[config.mk]
export PLATFORM = sky130hd
export DESIGN_NAME = swd_engine
export DESIGN_NICKNAME = d
export VERILOG_FILES = /design/src/rtl/swd_pkg.sv /design/src/rtl/swd_req_sync.sv /design/src/rtl/swd_engine.sv
export SDC_FILE = /design/constraint.sdc
export NUM_CORES = 1
export LEC_CHECK = 0
export BUFFER_PORTS_ARGS = -buffer_cell sky130_fd_sc_hd__buf_2
export CORE_MARGIN = 3
export CORE_UTILIZATION = 40
export CTS_CLUSTER_DIAMETER = 60
export DETAILED_ROUTE_END_ITERATION = 8
export GPL_TIMING_DRIVEN = 0
export PLACE_DENSITY_LB_ADDON = 0.08
export SLEW_MARGIN = 15
export SYNTH_ARGS = -nofsm -noshare
export SYNTH_HDL_FRONTEND = slang
export SYNTH_SLANG_ARGS = --single-unit
[constraint.sdc]
create_clock -name clk -period 7.9 [get_ports clk]
set_clock_uncertainty 0.1 [all_clocks]
set_input_delay 1.58 -clock clk [delete_from_list [all_inputs] [get_ports clk]]
set_output_delay 1.58 -clock clk [all_outputs]
set_load 0.01 [all_outputs]
[src/rtl/swd_pkg.sv]
// Shared types and constants for the SWD bit engine.
package swd_pkg;

  typedef enum logic [1:0] {IDLE, TURN, SHIFT, PARITY} state_t;

  localparam logic DIR_WRITE   = 1'b0;
  localparam logic DIR_READ    = 1'b1;
  localparam int   SWD_MAXBITS = 32;

endpackage

[src/rtl/swd_req_sync.sv]
// Two-flop synchroniser for a level request from another clock domain,
// followed by a one-clk pulse on its rising edge.
module swd_req_sync (
  input  logic clk,
  input  logic rst,
  input  logic req,
  output logic pulse
);

  logic meta;
  logic sync;
  logic sync_d;

  always_ff @(posedge clk or posedge rst) begin
    if (rst) begin
      meta   <= 1'b0;
      sync   <= 1'b0;
      sync_d <= 1'b0;
    end else begin
      meta   <= req;
      sync   <= meta;
      sync_d <= sync;
    end
  end

  assign pulse = sync & ~sync_d;

endmodule

[src/rtl/swd_engine.sv]
// SWD bit engine: runs one header, ACK or data phase per request, generating
// SWCLK/SWDIO and returning read data plus parity status.
module swd_engine
  import swd_pkg::*;
#(
  parameter int DIV = 2
) (
  input  logic        clk,
  input  logic        rst,
  input  logic        txReq,
  input  logic        rxReq,
  input  logic        useParity,
  input  logic [4:0]  bits,
  input  logic [31:0] dataIn,
  output logic [31:0] dataOut,
  output logic        parityOut,
  output logic        parityErr,
  output logic        busy,
  output logic        swclk,
  output logic        swdio_out,
  output logic        swdio_oe,
  input  logic        swdio_in
);

  localparam int PHW = $clog2(2 * DIV + 1);
  localparam logic [PHW-1:0] LOW_LAST = PHW'(DIV - 1);
  localparam logic [PHW-1:0] PER_LAST = PHW'(2 * DIV - 1);

  logic tx_pulse;
  logic rx_pulse;

  swd_req_sync u_tx_sync (.clk(clk), .rst(rst), .req(txReq), .pulse(tx_pulse));
  swd_req_sync u_rx_sync (.clk(clk), .rst(rst), .req(rxReq), .pulse(rx_pulse));

  state_t                 state;
  logic                   last_dir;
  logic                   op_dir;
  logic                   par_en;
  logic [4:0]             nbits;
  logic [4:0]             bit_cnt;
  logic [SWD_MAXBITS-1:0] tx_data;
  logic [SWD_MAXBITS-1:0] rx_data;
  logic [PHW-1:0]         phase;
  logic                   par_acc;
  logic                   par_smp;

  logic       end_low;
  logic       end_per;
  logic       op_done;
  logic       start_dir;
  logic [4:0] next_bit;
  logic       next_tx;

  assign end_low   = (phase == LOW_LAST);
  assign end_per   = (phase == PER_LAST);
  assign start_dir = tx_pulse ? DIR_WRITE : DIR_READ;
  assign next_bit  = bit_cnt + 5'd1;
  assign next_tx   = tx_data[next_bit];
  assign op_done   = end_per && ((state == PARITY) ||
                                 (state == SHIFT && bit_cnt == nbits && !par_en));

  // Each period starts its low phase with phase=0; drive changes land there,
  // and the target is sampled on the edge that raises swclk.
  always_ff @(posedge clk or posedge rst) begin
    if (rst) begin
      state     <= IDLE;
      last_dir  <= DIR_WRITE;
      op_dir    <= DIR_WRITE;
      par_en    <= 1'b0;
      nbits     <= '0;
      bit_cnt   <= '0;
      tx_data   <= '0;
      rx_data   <= '0;
      phase     <= '0;
      par_acc   <= 1'b0;
      par_smp   <= 1'b0;
      dataOut   <= '0;
      parityOut <= 1'b0;
      parityErr <= 1'b0;
      busy      <= 1'b0;
      swclk     <= 1'b0;
      swdio_out <= 1'b0;
      swdio_oe  <= 1'b1;
    end else begin
      case (state)
        IDLE: begin
          if (tx_pulse || rx_pulse) begin
            op_dir  <= start_dir;
            tx_data <= dataIn;
            nbits   <= bits;
            par_en  <= useParity;
            rx_data <= '0;
            bit_cnt <= '0;
            phase   <= '0;
            par_smp <= 1'b0;
            swclk   <= 1'b0;
            busy    <= 1'b1;
            if (start_dir != last_dir) begin
              state     <= TURN;
              swdio_oe  <= 1'b0;
              swdio_out <= 1'b0;
              par_acc   <= 1'b0;
            end else begin
              state     <= SHIFT;
              swdio_oe  <= (start_dir == DIR_WRITE);
              swdio_out <= (start_dir == DIR_WRITE) & dataIn[0];
              par_acc   <= (start_dir == DIR_WRITE) & dataIn[0];
            end
          end
        end
        default: begin
          phase <= end_per ? '0 : phase + 1'b1;
          if (end_low)
            swclk <= 1'b1;
          else if (end_per)
            swclk <= 1'b0;

          if (end_low && op_dir == DIR_READ) begin
            if (state == SHIFT) begin
              rx_data[bit_cnt] <= swdio_in;
              par_acc          <= par_acc ^ swdio_in;
            end
            if (state == PARITY)
              par_smp <= swdio_in;
          end

          if (end_per) begin
            case (state)
              TURN: begin
                state <= SHIFT;
                if (op_dir == DIR_WRITE) begin
                  swdio_oe  <= 1'b1;
                  swdio_out <= tx_data[0];
                  par_acc   <= tx_data[0];
                end
              end
              SHIFT: begin
                if (bit_cnt == nbits) begin
                  if (par_en) begin
                    state <= PARITY;
                    if (op_dir == DIR_WRITE)
                      swdio_out <= par_acc;
                  end
                end else begin
                  bit_cnt <= next_bit;
                  if (op_dir == DIR_WRITE) begin
                    swdio_out <= next_tx;
                    par_acc   <= par_acc ^ next_tx;
                  end
                end
              end
              default: ;
            endcase
          end

          if (op_done) begin
            state     <= IDLE;
            busy      <= 1'b0;
            last_dir  <= op_dir;
            swdio_out <= 1'b0;
            swdio_oe  <= (op_dir == DIR_WRITE);
            if (op_dir == DIR_READ) begin
              dataOut   <= rx_data;
              parityOut <= par_en ? par_smp : parityOut;
              parityErr <= par_en & (par_smp ^ par_acc);
            end
          end
        end
      endcase
    end
  end

endmodule

Yosys cells after proc, flatten, opt, wreduce, memory -nomap -nowiden
Cells that the tools add are included.

word-level totals
  bits in read-only memories = 0
  bits of input ports = 43
  word-level logic and storage cells = 148
  RAM bits = 0
  bits in latches = 0
  output and inout port bits = 38
  memories kept = 0
  bits in registers = 128

cells by class
  eq/ne operators = 16
  shift operators = 0
  div/mod/pow operators = 0
  $lt $le $gt $ge = 3
  reductions and logical operators = 30
  $add $sub $neg = 2
  multiplexer cells = 62
  multiply operators = 0
  bitwise gates (word level) = 11

operators by type and width
  operator                                                           count
  two-way mux 32 bit                                                 4
  two-way mux 1 bit                                                  37
  bitwise mux 32 bit                                                 1
  two-way mux 5 bit                                                  5
  two-way mux 2 bit                                                  7
  < comparator 5 x 6 -> 1 bit, second input constant                 2
  AND reduction 4 bit                                                3
  inequality test 5 x 4 -> 1 bit, second input constant              2
  nonzero test 2 bit                                                 5
  two-way mux 3 bit                                                  3
  AND reduction 3 bit                                                3
  nonzero test 3 bit                                                 3
  AND reduction 2 bit                                                4
  AND reduction 7 bit                                                1
  adder 5 x 1 -> 5 bit, second input constant                        1
  binary-select mux 1 bit (select 5 bit)                             1
  demux 1 bit (select 5 bit)                                         1
  == test 5 bit                                                      1
  greater-or-equal comparator 5 x 1 -> 1 bit, second input constant  1
  logical AND 1 bit                                                  5
  inequality test 5 x 3 -> 1 bit, second input constant              1
  AND reduction 5 bit                                                1
  bitwise AND 1 bit                                                  4
  == test 2 bit, second input constant                               2
  other kinds (19)                                                   26

Longest topological paths before layout
Gate-level depths: netlist (run 1).

  word-level depth = 9
  mapped depth = 10

Modules after synthesis
A second synthesis (run 1) with hierarchy kept.

unflattened totals
  cell total of the unflattened synthesis = 513
  area total of the unflattened synthesis = 6024.5 µm²

by module, submodules not included
  module        cells an instance  area an instance (µm²)  times used
  swd_engine    503                5839.4                  1
  swd_req_sync  5                  92.6                    2

Worst setup path before layout (run 1)
OpenSTA, ideal clock, no wires.

  path type = register -> register
  start = register bit_cnt[0]
  end = register swdio_out
  clock period less this slack = 2.724 ns
  cell stages (with the launch flop) = 11
  data arrival time = 2.497 ns
  setup slack = 5.176 ns
  cell sequence = dfrtp_1 buf_4 inv_1 ha_1 buf_2 mux4_2 mux2i_1 mux2i_1 mux2_2 nor4b_2 nor3_1

between the ends
  cells in the longest elaborated chain, start to end = 9

RTL lines
  what                                     RTL line           source
  start: declaration                       swd_engine.sv:40   logic [4:0] bit_cnt;
  start signal: assignment                 swd_engine.sv:145  bit_cnt <= next_bit;
  adder 5 x 1 -> 5 bit                     swd_engine.sv:57   assign next_bit = bit_cnt + 5'd1;
  binary-select mux 1 bit (select 5 bit)   swd_engine.sv:58   assign next_tx = tx_data[next_bit];
  two-way mux 1 bit (implied by the code)  swd_engine.sv:58
  two-way mux 1 bit                        swd_engine.sv:146  if (op_dir == DIR_WRITE) begin
  two-way mux 1 bit                        swd_engine.sv:138  if (bit_cnt == nbits) begin
  one-hot mux 1 bit (2 select lines)       swd_engine.sv:128  case (state)
  two-way mux 1 bit                        swd_engine.sv:127  if (end_per) begin
  two-way mux 1 bit                        swd_engine.sv:156  if (op_done) begin
  two-way mux 1 bit                        swd_engine.sv:85   case (state)
  end signal: assignment                   swd_engine.sv:133  swdio_out <= tx_data[0];
  end signal: assignment                   swd_engine.sv:142  swdio_out <= par_acc;
  end signal: assignment                   swd_engine.sv:147  swdio_out <= next_tx;
  end: declaration                         swd_engine.sv:20   output logic swdio_out,

Parallel ways exist; a longest one is shown, timed or not. The select of a mux whose other input is x is not followed.
A chain may end at the register's enable or synchronous reset.

Worst setup path in the final report (run 1)
Same ends and word-level chain as after synthesis.

==> run metrics, run 1 <==
gr usage total=0.1797; P_leak=roughly 0.0035 uW; RSZ-0062 raised after global routing=no; sequential area share after synthesis=0.5234; commonest non-fill, non-tap cell in the layout=dfrtp_1; Root Driver=clkbuf_16; vias=roughly 4200; post_cts resized=0; Post-synth EDFFs=0; Layout area overhead=21.68%; Worst Hold Class=flop to flop; status=complete, no violations; Final nets=around 660; Post-Syn Nets=roughly 560; clock-pin slew on the worst setup and hold paths=~60 ps; power per cell area=between 400 and 500 nW/um^2; DR DRC count=0; Synth warnings=0; Synth cell types=50; clock sink total=128; area of the multi-input gates=roughly 2700 sq um; CTS buffer count=17; cts hold-fix bufs=0; Storage cell area=3204 sq um; arrival time at the worst endpoint=around 3300 ps; Core Area=approximately 15000 sq um; mapped cell area=between 6000 and 7000 sq um; Main synth FF type=dfrtp_1; worst skew pair latency=about 420 ps; CP required=8100 ps; Worst Setup End Kind=flop; CTS max path bufs=2; # IOs=a little over 80; antenna violations before repair=0; setup bufs post-CTS=0; relative slew slack=0.4708; Worst Setup Path Type=flop to flop; post-route clock period utilization=0.3957; Syn Inst Count=509; setup TNS=0 ps; ANT nets after route=0; CTS tree=yes; fraction of registers with async set/reset=1.000; grt ovf=0; crit path launch type=flop; Antenna Cells=0; Max-Cap Viols=0; first-pass GRT wire length=between 20000 and 25000 um; 1st-pass router iterations=5; fill count=1355; Achievable Freq=roughly 320 MHz; detailed router's first-iteration violation count=a little over 300; Avg Synthesized Cell Area=approximately 12 sq um; die footprint=16830 sq um; WL per Instance=17.21 um; placed insts=around 770; Die Y=around 130 um; Setup Viol. Count Final=0; layout cells sized above 1=0.3473; vias in the first global route=approximately 4500; H-tree depth=4; die width=between 100 and 150 um; Initial Utilization=0.4149; worst-path maximum fanout=10; Detailed Route WL=~14000 um; Pins Over Slew Limit=0; largest net degree at the start of global routing=83; number of port buffers=80; RePlAce Congestion=between 0.8 and 0.9; # rows=44; final hold vios=0; routed vias/inst=~5.2; non-filler cells in the finished layout=slightly above 800; VDD IR max=231.5 uV; most frequent cells in the layout=dfrtp_1, buf_2, o21ai_0; worst slew pin tran=a little under 800 ps; Synth Register Bits=~130; post-DP HPWL=9996 um; Period minus WS final=3126 ps
sequential cells by signal (all words and copies together) (netlist names):
| name | count |
|---|---|
| u_tx_sync.meta | 1 |
| phase | 3 |
| dataOut | 32 |
| parityErr | 1 |
| u_tx_sync.sync | 1 |
| busy | 1 |
| parityOut | 1 |
| tx_data | 32 |
| bit_cnt | 5 |
| state | 2 |
| swdio_out | 1 |
| last_dir | 1 |
| u_rx_sync.meta | 1 |
| par_smp | 1 |
| op_dir | 1 |
| par_acc | 1 |
| par_en | 1 |
| u_rx_sync.sync_d | 1 |
| rx_data | 32 |
| u_rx_sync.sync | 1 |
| nbits | 5 |
| u_tx_sync.sync_d | 1 |
| swclk | 1 |
| swdio_oe | 1 |
final timing paths:
| path | startpoint | endpoint | slack (ps) | cells past startpoint |
|---|---|---|---|---|
| worst max register to register | bit_cnt[0] | swdio_out | 4770 | 10 |
| worst min-delay path | u_tx_sync.meta | u_tx_sync.sync | 250 | 0 |
| max in group asynchronous | rst | u_rx_sync.sync | 5800 | 3 |
| min in group asynchronous | rst | dataOut[3] | 1210 | 2 |
| worst min register to register | u_tx_sync.meta | u_tx_sync.sync | 250 | 0 |
| worst max-delay path | bit_cnt[0] | swdio_out | 4770 | 10 |
power breakdown:
part           internal (uW)  switching, uW  total, uW  leakage, uW
Sequential               901            152       1050      0.00158
Combinational            522            561       1080      0.00156
Clock                    592            285        876     0.000322
routing by layer:
layer / track usage / share of wire / vias up
met3: 0.04380 / 0.042 / 11
met4: 0.06540 / 0.012 / 0
met1: 0.2309 / 0.45 / 2083
li1: - / - / 2032
met5: 0 / 0 / -
met2: 0.2972 / 0.49 / 99
cell type report:
class	instances	area share
inverter	15	0.008230
buffer	31	0.02503
tap	184	0.03090
multi-input combinational	335	0.3591
timing repair buffer	81	0.05744
clock inverter	10	0.02419
clock buffer	22	0.06500
sequential	128	0.4301
logic make-up after synthesis:
logic type | count (synthesis) | synth area share
AO/OA/AOI/OAI | 131 | 0.1206
flip-flops | 128 | 0.5234
multiplexers | 94 | 0.2017
AND/OR/NAND/NOR | 89 | 0.07541
buffers and inverters | 46 | 0.03965
adder cells (fa/ha/maj) | 11 | 0.02248
XOR/XNOR | 10 | 0.01676
metrics by stage:
step / hold slack [ps] / cell area [sq um] / setup slack [ps] / power [uW] / util
2_1_floorplan: 231.2 / 6122 / 2809 / 1843 / -
3_5_place_dp: 235.6 / 6785 / 4717 / 2163 / 0.4599
5_1_grt: 265.6 / 7450 / 4550 / 3220 / 0.5049
6_report: 245.6 / 7450 / 4774 / 3013 / 0.5049
4_1_cts: 248.9 / 7450 / 4698 / 3051 / 0.5049
3_3_place_gp: 232.4 / 6753 / 1361 / 2141 / 0.4577
cell usage after synthesis, drive strengths merged (3+ instances only):
master | instances | share of area
xnor2 | 6 | 0.011
nor3 | 4 | 0.0051
ha | 11 | 0.022
o22ai | 3 | 0.0031
nor2b | 6 | 0.0061
mux2i | 12 | 0.020
clkbuf | 17 | 0.010
nand2 | 29 | 0.018
mux2 | 74 | 0.15
inv | 15 | 0.0092
xor2 | 4 | 0.0057
dfrtp | 127 | 0.52
and2 | 4 | 0.0043
o21ai | 75 | 0.061
nand3 | 11 | 0.0090
buf | 14 | 0.020
a21oi | 32 | 0.026
a31oi | 3 | 0.0031
a211oi | 3 | 0.0037
or3 | 3 | 0.0031
nor2 | 18 | 0.011
mux4 | 8 | 0.029
nand2b | 4 | 0.0041
critical path: stages, from the launching register on:
cell and delay, ps:
dfrtp_1 540, buf_4 280, inv_1 80, ha_1 270
buf_2 270, mux4_2 540, mux2i_1 180, mux2i_1 90
mux2_2 310, nor4b_2 240, nor3_1 90
(Power assumes the default switching activity.)
==> run 2, diff against run 1 <==
- clock period: 7.9 -> 2.6 ns (I/O delays scaled with it)
==> run 2 against run 1 <==
Effect of this change: flip-flop and latch count is the same; fmax grew 23%; setup slack lost 4700 ps; sequential power grew to 3.0 times the previous value; critical path type unchanged; critical endpoint unchanged; largest cell class unchanged; highest routed layer unchanged.
==> run metrics, run 2 (synthesis results as in run 1) <==
die width=129.7 um; Worst Hold Class=input pin to asynchronous set/reset pin; commonest non-fill, non-tap cell in the layout=dfrtp_1; grt ovf=0; area of the multi-input gates=2758 sq um; Pins Over Slew Limit=0; WL per Instance=approximately 18 um; Layout area overhead=23.79%; relative slew slack=0.4816; Tot Pwr=9186 uW; VDD IR max=510.0 uV; Setup Viol. Count Final=0; post-route cell area=about 7600 sq um; CTS buffer count=17; Period minus WS final=~2500 ps; clock-pin slew on the worst setup and hold paths=~60 ps; Achievable Freq=between 300 and 400 MHz; worst slew pin tran=about 770 ps; Final nets=672; Regs by FF count=dataOut (32), rx_data (32), tx_data (32); worst-path maximum fanout=7; crit path launch type=flop; Die Y=between 100 and 150 um; RePlAce Congestion=0.8907; most frequent cells in the layout=dfrtp_1, buf_2, o21ai_0; Core Area=around 15000 sq um; antenna violations before repair=0; placed insts=just under 800; die footprint=roughly 17000 sq um; final hold vios=0; vias=roughly 4300; CP required=2800 ps; number of port buffers=80; status=complete, no violations; RSZ-0062 raised after global routing=yes; # IOs=81; vias in the first global route=about 4600; CTS max path bufs=2; Root Driver=clkbuf_16; non-filler cells in the finished layout=between 800 and 900; clock sink total=128; ANT nets after route=0; post-layout util=0.5137; Antenna Cells=0; gr usage total=0.1856; P_leak=about 0.0035 uW; Max-Cap Viols=0; fill count=1361; Worst Setup End Kind=flop; arrival time at the worst endpoint=~2700 ps; DR DRC count=0; reg-to-reg slack, setup=about 60 ps; Storage cell area=3207 sq um; detailed router's first-iteration violation count=~310; Initial Utilization=0.4149; largest net degree at the start of global routing=37; post-DP HPWL=10500 um; Detailed Route WL=between 10000 and 15000 um; 1st-pass router iterations=5; # rows=44; first-pass GRT wire length=24040 um; worst skew pair latency=between 400 and 500 ps; CTS tree=yes; layout cells sized above 1=0.3803; power per cell area=1212 nW/um^2; H-tree depth=4; Post-DP Area=between 6000 and 7000 sq um; Worst Setup Path Type=flop to flop; cts hold-fix bufs=0; post-route clock period utilization=0.9769; routed vias/inst=around 5.2
## run 2: layer usage
layer | share of wire | global-route usage
met1 | 0.45 | 0.2396
met2 | 0.49 | 0.3033
met5 | 0 | 0
met4 | 0.017 | 0.06479
met3 | 0.040 | 0.04994
## run 2: metrics by stage
step | TNS [ps] | hold WS, ps | worst slack [ps]
after floorplan | 0 | 231.2 | 25.63
after global placement | -53860 | 233.4 | -593.5
after detailed placement | -2769 | 237.3 | -375.4
after CTS | 0 | 17.83 | 2.394
after global routing | -83.23 | 37.09 | -56.98
final | 0 | 16.63 | 59.94
## run 2: path summary, 6_finish.rpt
path	startpoint	end	depth (start not counted)
worst max-delay path	bit_cnt[0]	swdio_out	9
worst min-delay path	rst	dataOut[4]	2
worst max register to register	bit_cnt[0]	swdio_out	9
worst min register to register	u_rx_sync.meta	u_rx_sync.sync	0
max in group asynchronous	rst	swdio_out	5
min in group clk	rxReq	u_rx_sync.meta	1
## run 2: critical path, cell delays in order, from the launching register on
cell     delay (ps)
dfrtp_2         400
buf_12          100
inv_2            40
ha_4            340
mux4_2          540
mux2i_2         180
mux2i_1         100
mux2_4          320
nor4b_4         210
nor3_1           80
## run 2: timing repair
action	4_1_cts	5_1_grt
setup buffers	5	2
gates cloned	0	0
pin swaps	3	2
endpoints found under the setup margin	31	65
resized for setup	13	15
endpoints found under the hold margin	0	0
## run 2: layout make-up
class	instances	share of cell area
Buffer	30	0.02642
Clock buffer	22	0.06257
Clock inverter	10	0.01436
Inverter	15	0.007925
Multi-Input combinational cell	335	0.3639
Sequential cell	128	0.4231
Tap cell	184	0.03038
Timing Repair Buffer	91	0.07132
## run 2: report_power, final
part | switching [uW] | total (uW) | internal, uW
clock network | 880 | 2360 | 1480
registers | 442 | 3180 | 2740
logic | 1860 | 3640 | 1780
total | 3190 | 9190 | 6000
==> run 3, diff against run 2 <==
- ABC_AREA: unset -> 1
- CORE_UTILIZATION: 40 -> 45
- SLEW_MARGIN: 15 -> unset
==> run 3 against run 2 <==
Effect of this change: combinational power fell by 3%; synthesized cell count rose by 49%; sequential share of layout area grew 0.47 points; clock power rose by 8.5%; power rose by 0.91%; global-route usage up 3.1 points; register-to-register slack better by 90 ps; first-iteration DRC count shrank 14%; fmax is 3.8% higher; area after synthesis shrank 0.12%; critical path type unchanged; highest routed layer unchanged.
==> run metrics, run 3 <==
crit path launch type=flop; RePlAce Congestion=~0.85; Avg Synthesized Cell Area=around 8 sq um; DR WL met2=between 7000 and 8000 um; Top Metal Used=met4; worst slew pin tran=just under 600 ps; grt ovf=0; Post-synth top cells=nand2_1, dfrtp_1, inv_1; CTS tree=yes; die footprint=15020 sq um; Period minus WS final=2448 ps; RSZ-0062 raised after global routing=yes; hold_ws=about 24 ps; Pins Over Slew Limit=0; final hold vios=0; clock sink total=around 130; Max-Cap Viols=0; Initial Utilization=0.4730; # rows=just over 40; DR DRC count=0; worst skew pair latency=between 400 and 500 ps; power per cell area=about 1200 nW/um^2; Post-Syn Nets=814; VDD IR max=about 560 uV; gr usage total=0.2161; reg-to-reg slack, setup=approximately 150 ps; detailed router's first-iteration violation count=269; post-layout util=0.5796; die width=122.6 um; CTS max path bufs=2; # IOs=81; post-route clock period utilization=0.9416; Antenna Cells=0; Regs by FF count=dataOut (32), rx_data (32), tx_data (32); Syn Inst Count=760; met1 wire length=~7000 um; largest net degree at the start of global routing=44; H-tree depth=4; fraction of registers with async set/reset=1.000; Synth cell types=33; worst-path maximum fanout=10; FF-to-FF Start=state[0]; arrival time at the worst endpoint=2670 ps; Final nets=roughly 900; P_leak=about 0.0038 uW; Worst Setup End Kind=flop; wire length on met3=approximately 630 um; Root Driver=clkbuf_16; Layout area overhead=22.53%; post-synth top area share=0.5197; area leader, netlist=dfrtp_1; Worst Hold Class=input pin to asynchronous set/reset pin; post-DP HPWL=10970 um; Detailed Route WL=approximately 15000 um; R2R Path End=rx_data[2]; clock-pin slew on the worst setup and hold paths=60 ps; relative slew slack=0.6144; fill count=around 1300; status=complete, no violations; vias=~5300; largest cells by area after synthesis=dfrtp_1, nand2_1, o21ai_0; layout cells sized above 1=0.1733; Die Y=122.6 um; vias in the first global route=about 5200; CTS buffer count=17; Core Area=between 10000 and 15000 sq um; antenna violations before repair=0; Post-synth EDFFs=0; ANT nets after route=0; most frequent cells in the layout=nand2_1, dfrtp_1, buf_2; Setup Viol. Count Final=0; Achievable Freq=roughly 410 MHz; sequential area share after synthesis=0.5240; mapped cell area=around 6100 sq um; 1st-pass router iterations=5; Synth warnings=0; Synth Register Bits=around 130; Main synth FF type=dfrtp_1; number of port buffers=80; commonest non-fill, non-tap cell in the layout=nand2_1; CP required=approximately 2800 ps; routed vias/inst=roughly 5; count leader, synth=nand2_1; Register-to-Register Path Depth=9; first-pass GRT wire length=roughly 25000 um; Worst Setup Path Type=flop to flop; WL per Instance=between 10 and 15 um; cts hold-fix bufs=0
## run 3: changes by cell type after synthesis, moves of 12 or more
cell / before / now
nand3_1: 11 / 43
mux2_2: 47 / 0
mux2_4: 27 / 0
nand2_1: 29 / 285
mux2i_1: 12 / 0
o31ai_1: 2 / 33
inv_1: 15 / 75
a21oi_1: 32 / 2
nor2_1: 18 / 39
## run 3: cells by family (layout without fill, tap and decap cells)
group | Yosys count | count (layout) | share of synthesized area
AOI/OAI and AO/OA | 122 | 122 | 0.1185
xor gates and xnor gates | 6 | 6 | 0.008594
adders and majority gates | 11 | 11 | 0.02251
buffers and inverters | 114 | 231 | 0.07816
DFF | 128 | 128 | 0.5240
and+or+nand+nor | 379 | 379 | 0.2482
## run 3: where the power goes
group | internal, uW | switching (uW)
clock | 1650 | 910
sequential | 2760 | 424
combinational | 1220 | 2300
total | 5630 | 3640
## run 3: cell type report
class | count | area, sq um | area share
clock inverter | 13 | 185.2 | 0.02472
buffer | 34 | 186.4 | 0.02488
sequential | 128 | 3206 | 0.4279
tap | 172 | 215.2 | 0.02872
multi-input combinational | 518 | 2460 | 0.3283
clock buffer | 19 | 452.9 | 0.06045
inverter | 79 | 304.0 | 0.04058
timing repair buffer | 86 | 483.0 | 0.06446
## run 3: routing by layer
metal | up-vias | GRT usage
met4 | 0 | 0.07628
met5 | - | 0
met3 | 26 | 0.04286
met1 | 2508 | 0.2935
li1 | 2633 | -
met2 | 114 | 0.3466
## run 3: repair_timing
action | CTS | global route
gates resized for setup | 4 | 18
setup endpoints to repair | 68 | 78
buffers inserted | 1 | 2
## run 3: through the flow
stage / TNS [ps] / std cells / total power [uW] / setup slack [ps] / cell area, sq um
after detailed placement: -4052 / 1015 / 6639 / -456.1 / 6794
after global placement: -50600 / 1012 / 6540 / -430.1 / 6734
after global routing: -11.13 / 1049 / 9997 / -8.604 / 7492
after CTS: 0 / 1047 / 9254 / 13.80 / 7446
after floorplan: 0 / 760 / 5556 / 193.0 / 6118
final: 0 / 1049 / 9270 / 151.8 / 7492
## run 3: worst max-delay path, cell delays in order (launching register included)
cell	delay [ps]
dfrtp_1	390
inv_1	80
ha_2	260
inv_1	130
clkbuf_1	460
clkbuf_1	520
o21ai_0	190
nand2_1	110
nand2_1	50
o31ai_1	60
## run 3: how the worst max path moves through the flow
stage	start	endpoint	slack, ps	cells after the start
6_report	state[0]	rx_data[2]	150	9
3_5_place_dp	bit_cnt[0]	par_acc	-460	18
4_1_cts	state[0]	tx_data[31]	10	8
2_1_floorplan	bit_cnt[0]	par_acc	190	18
5_1_grt	state[0]	bit_cnt[1]	-9	7
3_3_place_gp	bit_cnt[0]	par_acc	-430	18
